==> config.mk <==
export PLATFORM = sky130hd
export DESIGN_NAME = ws2812_receiver
export DESIGN_NICKNAME = d
export VERILOG_FILES = /design/src/rtl/ws2812_receiver.sv
export SDC_FILE = /design/constraint.sdc
export NUM_CORES = 1
export LEC_CHECK = 0
export ABC_AREA = 0
export CAP_MARGIN = 40
export CORE_MARGIN = 5
export CORE_UTILIZATION = 40
export CTS_BUF_LIST = sky130_fd_sc_hd__clkbuf_2
export DETAILED_ROUTE_END_ITERATION = 16
export HOLD_SLACK_MARGIN = 0.08
export SYNTH_ARGS = -nofsm -noshare
export SYNTH_HDL_FRONTEND = slang
export SYNTH_SLANG_ARGS = --single-unit
==> constraint.sdc <==
create_clock -name CLK -period 2.24 [get_ports CLK]
set_input_delay 0.448 -clock CLK [delete_from_list [all_inputs] [get_ports CLK]]
set_output_delay 0.448 -clock CLK [all_outputs]
set_load 0.005 [all_outputs]
==> src/rtl/ws2812_receiver.sv <==
// WS2812 serial LED stream decoder: measures DIN high pulse widths to recover
// pixel words, and reports the frame's pixel count at each latch gap.
module ws2812_receiver #(
    parameter int BITS   = 24,
    parameter int PIXELS = 256,
    parameter int NSS    = 64,
    parameter int THRESH = 27,
    parameter int LATCH  = 320
) (
    input  logic            CLK,
    input  logic            RST_N,
    input  logic            DIN,
    output logic [BITS-1:0] DATA,
    output logic [7:0]      PIXEL,
    output logic            VALID,
    output logic [8:0]      COUNT,
    output logic            FRAME_DONE,
    output logic            ERR,
    output logic            OVERRUN
);

    localparam int BW = (BITS > 1) ? $clog2(BITS) : 1;

    typedef enum logic [1:0] {WAIT_GAP, IDLE_LOW, HIGH} state_t;

    state_t          state, state_n;
    logic            din_m, din_s, din_d;
    logic            rise, fall, bitv, gap;
    logic [15:0]     lcnt, lcnt_n;
    logic [7:0]      hcnt, hcnt_n;
    logic [BW-1:0]   bcnt, bcnt_n;
    logic [8:0]      pcnt, pcnt_n;
    logic [BITS-1:0] sreg, sreg_n, shifted;
    logic [BITS-1:0] data_n;
    logic [7:0]      pixel_n;
    logic [8:0]      count_n;
    logic            valid_n, done_n, err_n, ovr_n;

    always_comb begin
        rise    = !din_d && din_s;
        fall    = din_d && !din_s;
        bitv    = 32'(hcnt) >= THRESH;
        shifted = {sreg[BITS-2:0], bitv};
        // Fires only on the LATCH-th consecutive low sample, so once per low period.
        gap     = !din_s && (32'(lcnt) == LATCH - 1);
        if (din_s)
            lcnt_n = '0;
        else if (lcnt != 16'hFFFF)
            lcnt_n = lcnt + 16'd1;
        else
            lcnt_n = lcnt;
    end

    always_comb begin
        state_n = state;
        hcnt_n  = hcnt;
        bcnt_n  = bcnt;
        pcnt_n  = pcnt;
        sreg_n  = sreg;
        data_n  = DATA;
        pixel_n = PIXEL;
        count_n = COUNT;
        valid_n = 1'b0;
        done_n  = 1'b0;
        err_n   = 1'b0;
        ovr_n   = OVERRUN;
        if (gap && state != HIGH) begin
            state_n = IDLE_LOW;
            count_n = pcnt;
            done_n  = (pcnt != '0);
            err_n   = (bcnt != '0);
            pcnt_n  = '0;
            bcnt_n  = '0;
            sreg_n  = '0;
            ovr_n   = 1'b0;
        end
        case (state)
            WAIT_GAP: ;
            IDLE_LOW: begin
                if (rise) begin
                    state_n = HIGH;
                    hcnt_n  = 8'd1;
                end
            end
            HIGH: begin
                if (fall) begin
                    state_n = IDLE_LOW;
                    sreg_n  = shifted;
                    if (32'(bcnt) == BITS - 1) begin
                        bcnt_n = '0;
                        if (32'(pcnt) < PIXELS) begin
                            data_n  = shifted;
                            pixel_n = pcnt[7:0];
                            valid_n = 1'b1;
                            pcnt_n  = pcnt + 9'd1;
                        end else begin
                            ovr_n = 1'b1;
                        end
                    end else begin
                        bcnt_n = bcnt + 1'b1;
                    end
                end else if (din_s) begin
                    // Over-long pulse: drop the partial pixel and resync on the next gap.
                    if (32'(hcnt) >= NSS) begin
                        err_n   = 1'b1;
                        bcnt_n  = '0;
                        sreg_n  = '0;
                        state_n = WAIT_GAP;
                    end else if (hcnt != 8'hFF) begin
                        hcnt_n = hcnt + 8'd1;
                    end
                end
            end
            default: state_n = WAIT_GAP;
        endcase
    end

    always_ff @(posedge CLK or negedge RST_N) begin
        if (!RST_N) begin
            din_m      <= 1'b0;
            din_s      <= 1'b0;
            din_d      <= 1'b0;
            state      <= WAIT_GAP;
            lcnt       <= '0;
            hcnt       <= '0;
            bcnt       <= '0;
            pcnt       <= '0;
            sreg       <= '0;
            DATA       <= '0;
            PIXEL      <= '0;
            COUNT      <= '0;
            VALID      <= 1'b0;
            FRAME_DONE <= 1'b0;
            ERR        <= 1'b0;
            OVERRUN    <= 1'b0;
        end else begin
            din_m      <= DIN;
            din_s      <= din_m;
            din_d      <= din_s;
            state      <= state_n;
            lcnt       <= lcnt_n;
            hcnt       <= hcnt_n;
            bcnt       <= bcnt_n;
            pcnt       <= pcnt_n;
            sreg       <= sreg_n;
            DATA       <= data_n;
            PIXEL      <= pixel_n;
            COUNT      <= count_n;
            VALID      <= valid_n;
            FRAME_DONE <= done_n;
            ERR        <= err_n;
            OVERRUN    <= ovr_n;
        end
    end

endmodule
==> out/results.txt, run 1 <==
Max IR drop VDD -> 231 uV
Post-Synth Adder-Cell Area -> 1.56%
Sw Ratio -> 26.6%
Clock share of power -> 30.5%
Fraction of layout cells with a size suffix above 1 -> 8.76%
Area fraction in and, or, nand and nor cells after synthesis -> 22.9%
Fmax -> 481 MHz
Worst EP required -> 1.79 ns
Vias post-DR -> 3458
Hold_sp -> DIN
Yosys reg bits -> 111
Hold WS -> 0.212 ns
Initial antenna violation count -> 1
Total CTS buffers -> 9
MaxCap Viol Count -> 0
CP Capture Type -> output pin
Vias/cell -> 5.14
Synth top area cells -> dfrtp_1 (58%), nand2_1 (10%), a22o_1 (4.6%), nor2_1 (2.7%), xnor2_1 (2.0%)
Violation count after the first detailed-routing iteration -> 208
Int Power -> 2.23 mW
CP top delay family -> buffers and inverters
CTS clk-pin slew, worst paths -> 0.32 ns
Number of global-route vias before repair -> 3434
Die ar. -> 0.0143 sq mm
Reg2reg start -> lcnt[7]
EDFF count, synth -> 0
Max FO, Critical Path -> 2
CP max stage cell -> clkdlybuf4s50_1
Sequential Power Share -> 66.8%
Critical Path, Cell by Cell -> clkdlybuf4s50_1
Wire per inst -> 14.3 um
Area delta synth->final -> 16.5%
CTS root buf -> clkbuf_2
Synth Flop Type -> dfrtp_1
Post-CTS Setup Inserts -> 0
Core area -> 0.0119 sq mm
Clock Sinks -> 111
Initial core utilization -> 40.3%
Yosys top cell by area -> dfrtp_1
Setup TNS -> 0 ns
Die Width -> 120 um
Mean post-synth cell area -> 10.3 sq um
Slew Viols, Final -> 0
IO Pins -> 48
Die Y -> 120 um
Post-synthesis compound-gate area fraction -> 10.7%
Sw Pwr -> 0.806 mW
Remaining antenna violation count -> 0
Synth Net Count -> 477
Hold Crit Class -> in -> reg
Synth Instances -> 468
Buffers on Ports -> 47
Hold Vio Cnt, Final -> 0
Final min period -> 2.08 ns
Commonest non-fill, non-tap cell in the layout -> nand2_1
Comb pwr share -> 2.7%
Post-synthesis mux area share -> 0.704%
Worst EP arrival -> 1.63 ns
Final setup vio count -> 0
Warning count from the yosys run -> 0
Routed WL -> 9.61 mm
Sequential fraction of the synthesis area -> 57.9%
WP buf/inv -> 1
GR Overflow Total -> 0
Slew HR -> 61.1%
Largest net degree at the start of global routing -> 112
Worst Setup SP -> DATA[0]
Placer Congestion -> 0.831
CTS max path bufs -> 2
Main combinational cell family by area after synthesis -> simple AND/OR/NAND/NOR gates
First-pass GRT wire length -> 17.0 mm
Critical path class -> reg -> out
Layout Skew -> 0.0309 ns
Area after DPL -> 0.00546 sq mm
Pwr Density -> 542 mW/mm^2
Layout Nets -> 529
Ys async rst share -> 100%
H-tree Lvls -> 3
Xor and xnor area share after synthesis -> 2.74%
Post-synth top area share -> 57.9%
DP HPWL -> 6.49 mm
Synthesized cell area -> 0.00480 sq mm
RSZ-0062 raised after global routing -> false
Clock latency on the worst-skew pair -> 0.65 ns
Crit path launch type -> flip-flop
Most frequent cells in the layout -> nand2_1 (133), dfrtp_1 (111), clkdlybuf4s50_1 (46), nor2_1 (34), a22o_1 (25)
Static leakage -> 2.62 nW
Drt pass-1 iters -> 4
Yosys cell types -> 51
DR DRC count -> 0
Fin crit share -> 92.9%
CTS tree -> built
Cell row count -> 40
Worst-Margin Slew -> 0.583 ns
Outcome -> completed
Crit-path max cell delay -> 0.53 ns
Design area -> 0.00560 sq mm
GR Util All Layers -> 14.6%
## per-layer routing
layer | global-route usage (%) | wire, um | vias to the layer above | share of wire (%)
met5 | 0 | 0 | - | 0
met1 | 20.1 | 4560 | 1671 | 47
met2 | 22.7 | 4520 | 68 | 47
li1 | - | - | 1705 | -
met4 | 5.94 | 165 | 0 | 1.7
met3 | 3.06 | 370 | 14 | 3.9
## timing repair
item                       in CTS  in global routing
hold buffers                    1                  0
hold endpoints to repair      111                  0
gates resized for setup         0                  1
setup endpoints to repair       0                  7
## stage by stage
stage	setup WS [ns]	std cells	power [mW]	util, %
2_1_floorplan	0.448	468	2.08	-
3_3_place_gp	0.172	654	2.14	45.7
3_5_place_dp	0.162	655	2.14	45.8
4_1_cts	0.0656	672	3.09	46.9
5_1_grt	0.0227	673	3.20	47.0
6_report	0.160	673	3.03	47.0
## synthesized netlist by cell type (all sizes together) (2+ instances only)
cell,count
ha,6
a2111oi,2
nor3,9
a22o,25
mux2,3
nand3,10
nor2,34
nand4,7
inv,9
a21oi,10
and3,7
xnor2,11
nand2b,4
nor4,6
nand2,134
nor3b,3
xor2,4
a211oi,3
buf,15
o21ai,19
o2111ai,2
a31oi,4
dfrtp,111
or3,4
nor4b,4
nor2b,3
clkbuf,6
## logic make-up (layout without fill, tap and decap cells)
logic type      count (synthesis)  in the layout
simple gates                  231            231
flops                         111            111
fa+ha+maj                       6              6
xor+xnor                       15             15
mux                             3              3
buf+inv                        30             87
other cells                     0              1
compound gates                 72             72
## power by group through the flow
stage	combinational [mW]	sequential, mW	clock (mW)
final	0.0819	2.03	0.925
after global routing	0.0967	2.03	1.07
after CTS	0.0854	2.03	0.976
after detailed placement	0.0837	2.06	0
after global placement	0.0821	2.06	0
after floorplan	0.0253	2.06	0
## flip-flops by register name, indices dropped and copies added (netlist names), 5 cells and up
signal	flops
PIXEL	8
bcnt	5
hcnt	8
lcnt	16
pcnt	9
sreg	23
DATA	24
COUNT	9
## final timing paths
check	slack [ns]	cells after the start	endpoint
min reg2reg	0.39	0	din_s
min in group asynchronous	0.37	3	DATA[23]
max reg2reg	0.28	7	sreg[22]
max	0.16	1	DATA[0]
min	0.21	1	din_m
max in group asynchronous	1.45	3	hcnt[6]
## layout make-up
type | count | area (sq um)
multi-input cells | 327 | 1870
clock buffers | 9 | 45.0
inverters | 9 | 33.8
diodes | 1 | 2.50
well taps | 147 | 184
repair buffers | 62 | 612
flip-flops and latches | 111 | 2780
fillers | 1160 | 6320
clock inverters | 7 | 72.6
(Power assumes the default switching activity.)
==> run 2, diff against run 1 <==
SETUP_SLACK_MARGIN = 0.3   (was not set)
==> run 2 against run 1 <==
Worst hold slack about the same; sequential power about the same; clock-buffer cell count unchanged; clock power up 0.4%.
==> out/results.txt, run 2 (synthesis results as in run 1) <==
Outcome -> completed
Cell row count -> 40
Dpl ws -> 0.162 ns
Placer Congestion -> 0.831
Drt pass-1 iters -> 5
Hold Crit Class -> in -> reg
Final min period -> 1.84 ns
Hold_sp -> DIN
Fraction of layout cells with a size suffix above 1 -> 13.1%
Most frequent cells in the layout -> nand2_1 (132), dfrtp_1 (108), dlygate4sd2_1 (43), nor2_1 (33), buf_4 (28)
CP Capture Type -> flip-flop
DR DRC count -> 0
Largest Register -> DATA
CP max stage cell -> dfrtp_1
Setup TNS -> 0 ns
Reg2reg start -> lcnt[2]
Die Width -> 120 um
GR Overflow Total -> 0
Buffers on Ports -> 47
Worst Reg2Reg Path Length in Cells -> 5
IO Pins -> 48
CTS clk-pin slew, worst paths -> 0.31 ns
Number of global-route vias before repair -> 3510
Die Y -> 120 um
Final setup vio count -> 0
Worst-Margin Slew -> 0.609 ns
Initial core utilization -> 40.3%
Max FO, Critical Path -> 17
Core Util, Final -> 48.2%
WHS Endpoint -> din_m
Vias/cell -> 5.18
R2r endpoint -> OVERRUN
Routed WL -> 10.2 mm
Fmax -> 545 MHz
Top flop regs -> DATA x24, sreg x23, lcnt x16
MaxCap Viol Count -> 0
Total CTS buffers -> 9
Slew Viols, Final -> 0
Critical path class -> reg -> reg
Clock Sinks -> 111
Pwr Density -> 530 mW/mm^2
Max reg flops -> 24
Layout Nets -> 548
Vias post-DR -> 3583
GR Util All Layers -> 14.8%
Final WS setup -> 0.405 ns
R2R Setup Slk -> 0.40 ns
Worst EP required -> 2.82 ns
Static leakage -> 2.95 nW
CTS tree -> built
Area delta synth->final -> 19.6%
Max IR drop VDD -> 231 uV
Die ar. -> 0.0143 sq mm
Wire per inst -> 14.8 um
Critical Path, Cell by Cell -> and4_1 > nand2_2 > buf_4 > or3_4 > a22o_1
RSZ-0062 raised after global routing -> true
Largest net degree at the start of global routing -> 112
CTS max path bufs -> 2
Power Total -> 3.04 mW
Crit-path max cell delay -> 0.49 ns
Fin crit share -> 81.9%
Layout Skew -> 0.0311 ns
Slew HR -> 59.4%
CTS root buf -> clkbuf_2
Violation count after the first detailed-routing iteration -> 256
Worst EP arrival -> 2.42 ns
First-pass GRT wire length -> 17.2 mm
Initial antenna violation count -> 1
Hold Crit Depth -> 1
H-tree Lvls -> 3
Crit path launch type -> flip-flop
Hold Vio Cnt, Final -> 0
Remaining antenna violation count -> 0
Fill cells -> 1146
Clock latency on the worst-skew pair -> 0.65 ns
Core area -> 0.0119 sq mm
DP HPWL -> 6.49 mm
Commonest non-fill, non-tap cell in the layout -> nand2_1
-- run 2: changes by cell type in the layout (fill, tap and decap cells not counted), sizes merged --
cell and delta:
buf +17, clkbuf +1, clkdlybuf4s15 +2, clkdlybuf4s50 -45, dlygate4sd2 +43, or4 +1
-- run 2: per-stage QoR --
stage	instance area (sq um)	hold WS, ns	cells
4_1_cts	5600	0.148	680
3_5_place_dp	5460	0.340	655
2_1_floorplan	4800	0.152	468
6_report	5740	0.212	692
3_3_place_gp	5450	0.339	654
5_1_grt	5740	0.118	692
-- run 2: power by group --
group	switching, mW	leakage (nW)	total, mW	internal (mW)
Combinational	0.0593	1.34	0.0854	0.0261
Sequential	0.00842	1.54	2.03	2.02
Clock	0.743	0.0697	0.929	0.186
Total	0.811	2.95	3.04	2.23
-- run 2: worst max-delay path: cells and delay by family (launching register included) --
| kind | cells | cell delay (ns) |
|---|---|---|
| buffers and inverters | 1 | 0.17 |
| AOI/OAI and AO/OA | 1 | 0.26 |
| and+or+nand+nor | 3 | 0.87 |
| DFF | 1 | 0.49 |
-- run 2: worst max path at each step --
stage,depth (start not counted),to,slack [ns],from
final,5,OVERRUN,0.40,lcnt[2]
after global routing,4,PIXEL[0],0.29,din_s
after CTS,1,DATA[0],0.30,DATA[0]
after detailed placement,4,OVERRUN,0.16,lcnt[7]
after global placement,4,OVERRUN,0.17,lcnt[7]
after floorplan,8,PIXEL[2],0.45,din_s
-- run 2: area by class of cell --
class	count	area, sq um	area share (%)
sequential	111	2780	48.5
multi-input combinational	328	1910	33.2
timing repair buffer	80	714	12.4
tap	147	184	3.20
clock inverter	7	72.6	1.26
clock buffer	9	45.0	0.785
inverter	9	33.8	0.588
antenna	1	2.50	0.0436
-- run 2: routing by layer --
metal,GRT usage [%],wire [um],vias up
met4,5.94,171,0
li1,-,-,1751
met3,3.06,366,14
met5,0,0,-
met1,20.0,4920,1745
met2,23.3,4780,73
-- run 2: repair_timing --
item / CTS / global route
hold endpoints to repair: 111 / 0
gates resized for setup: 48 / 11
pin swaps: 1 / 3
buffers inserted: 8 / 9
endpoints found under the setup margin: 76 / 57
cloned: 0 / 2
hold buffers: 1 / 0
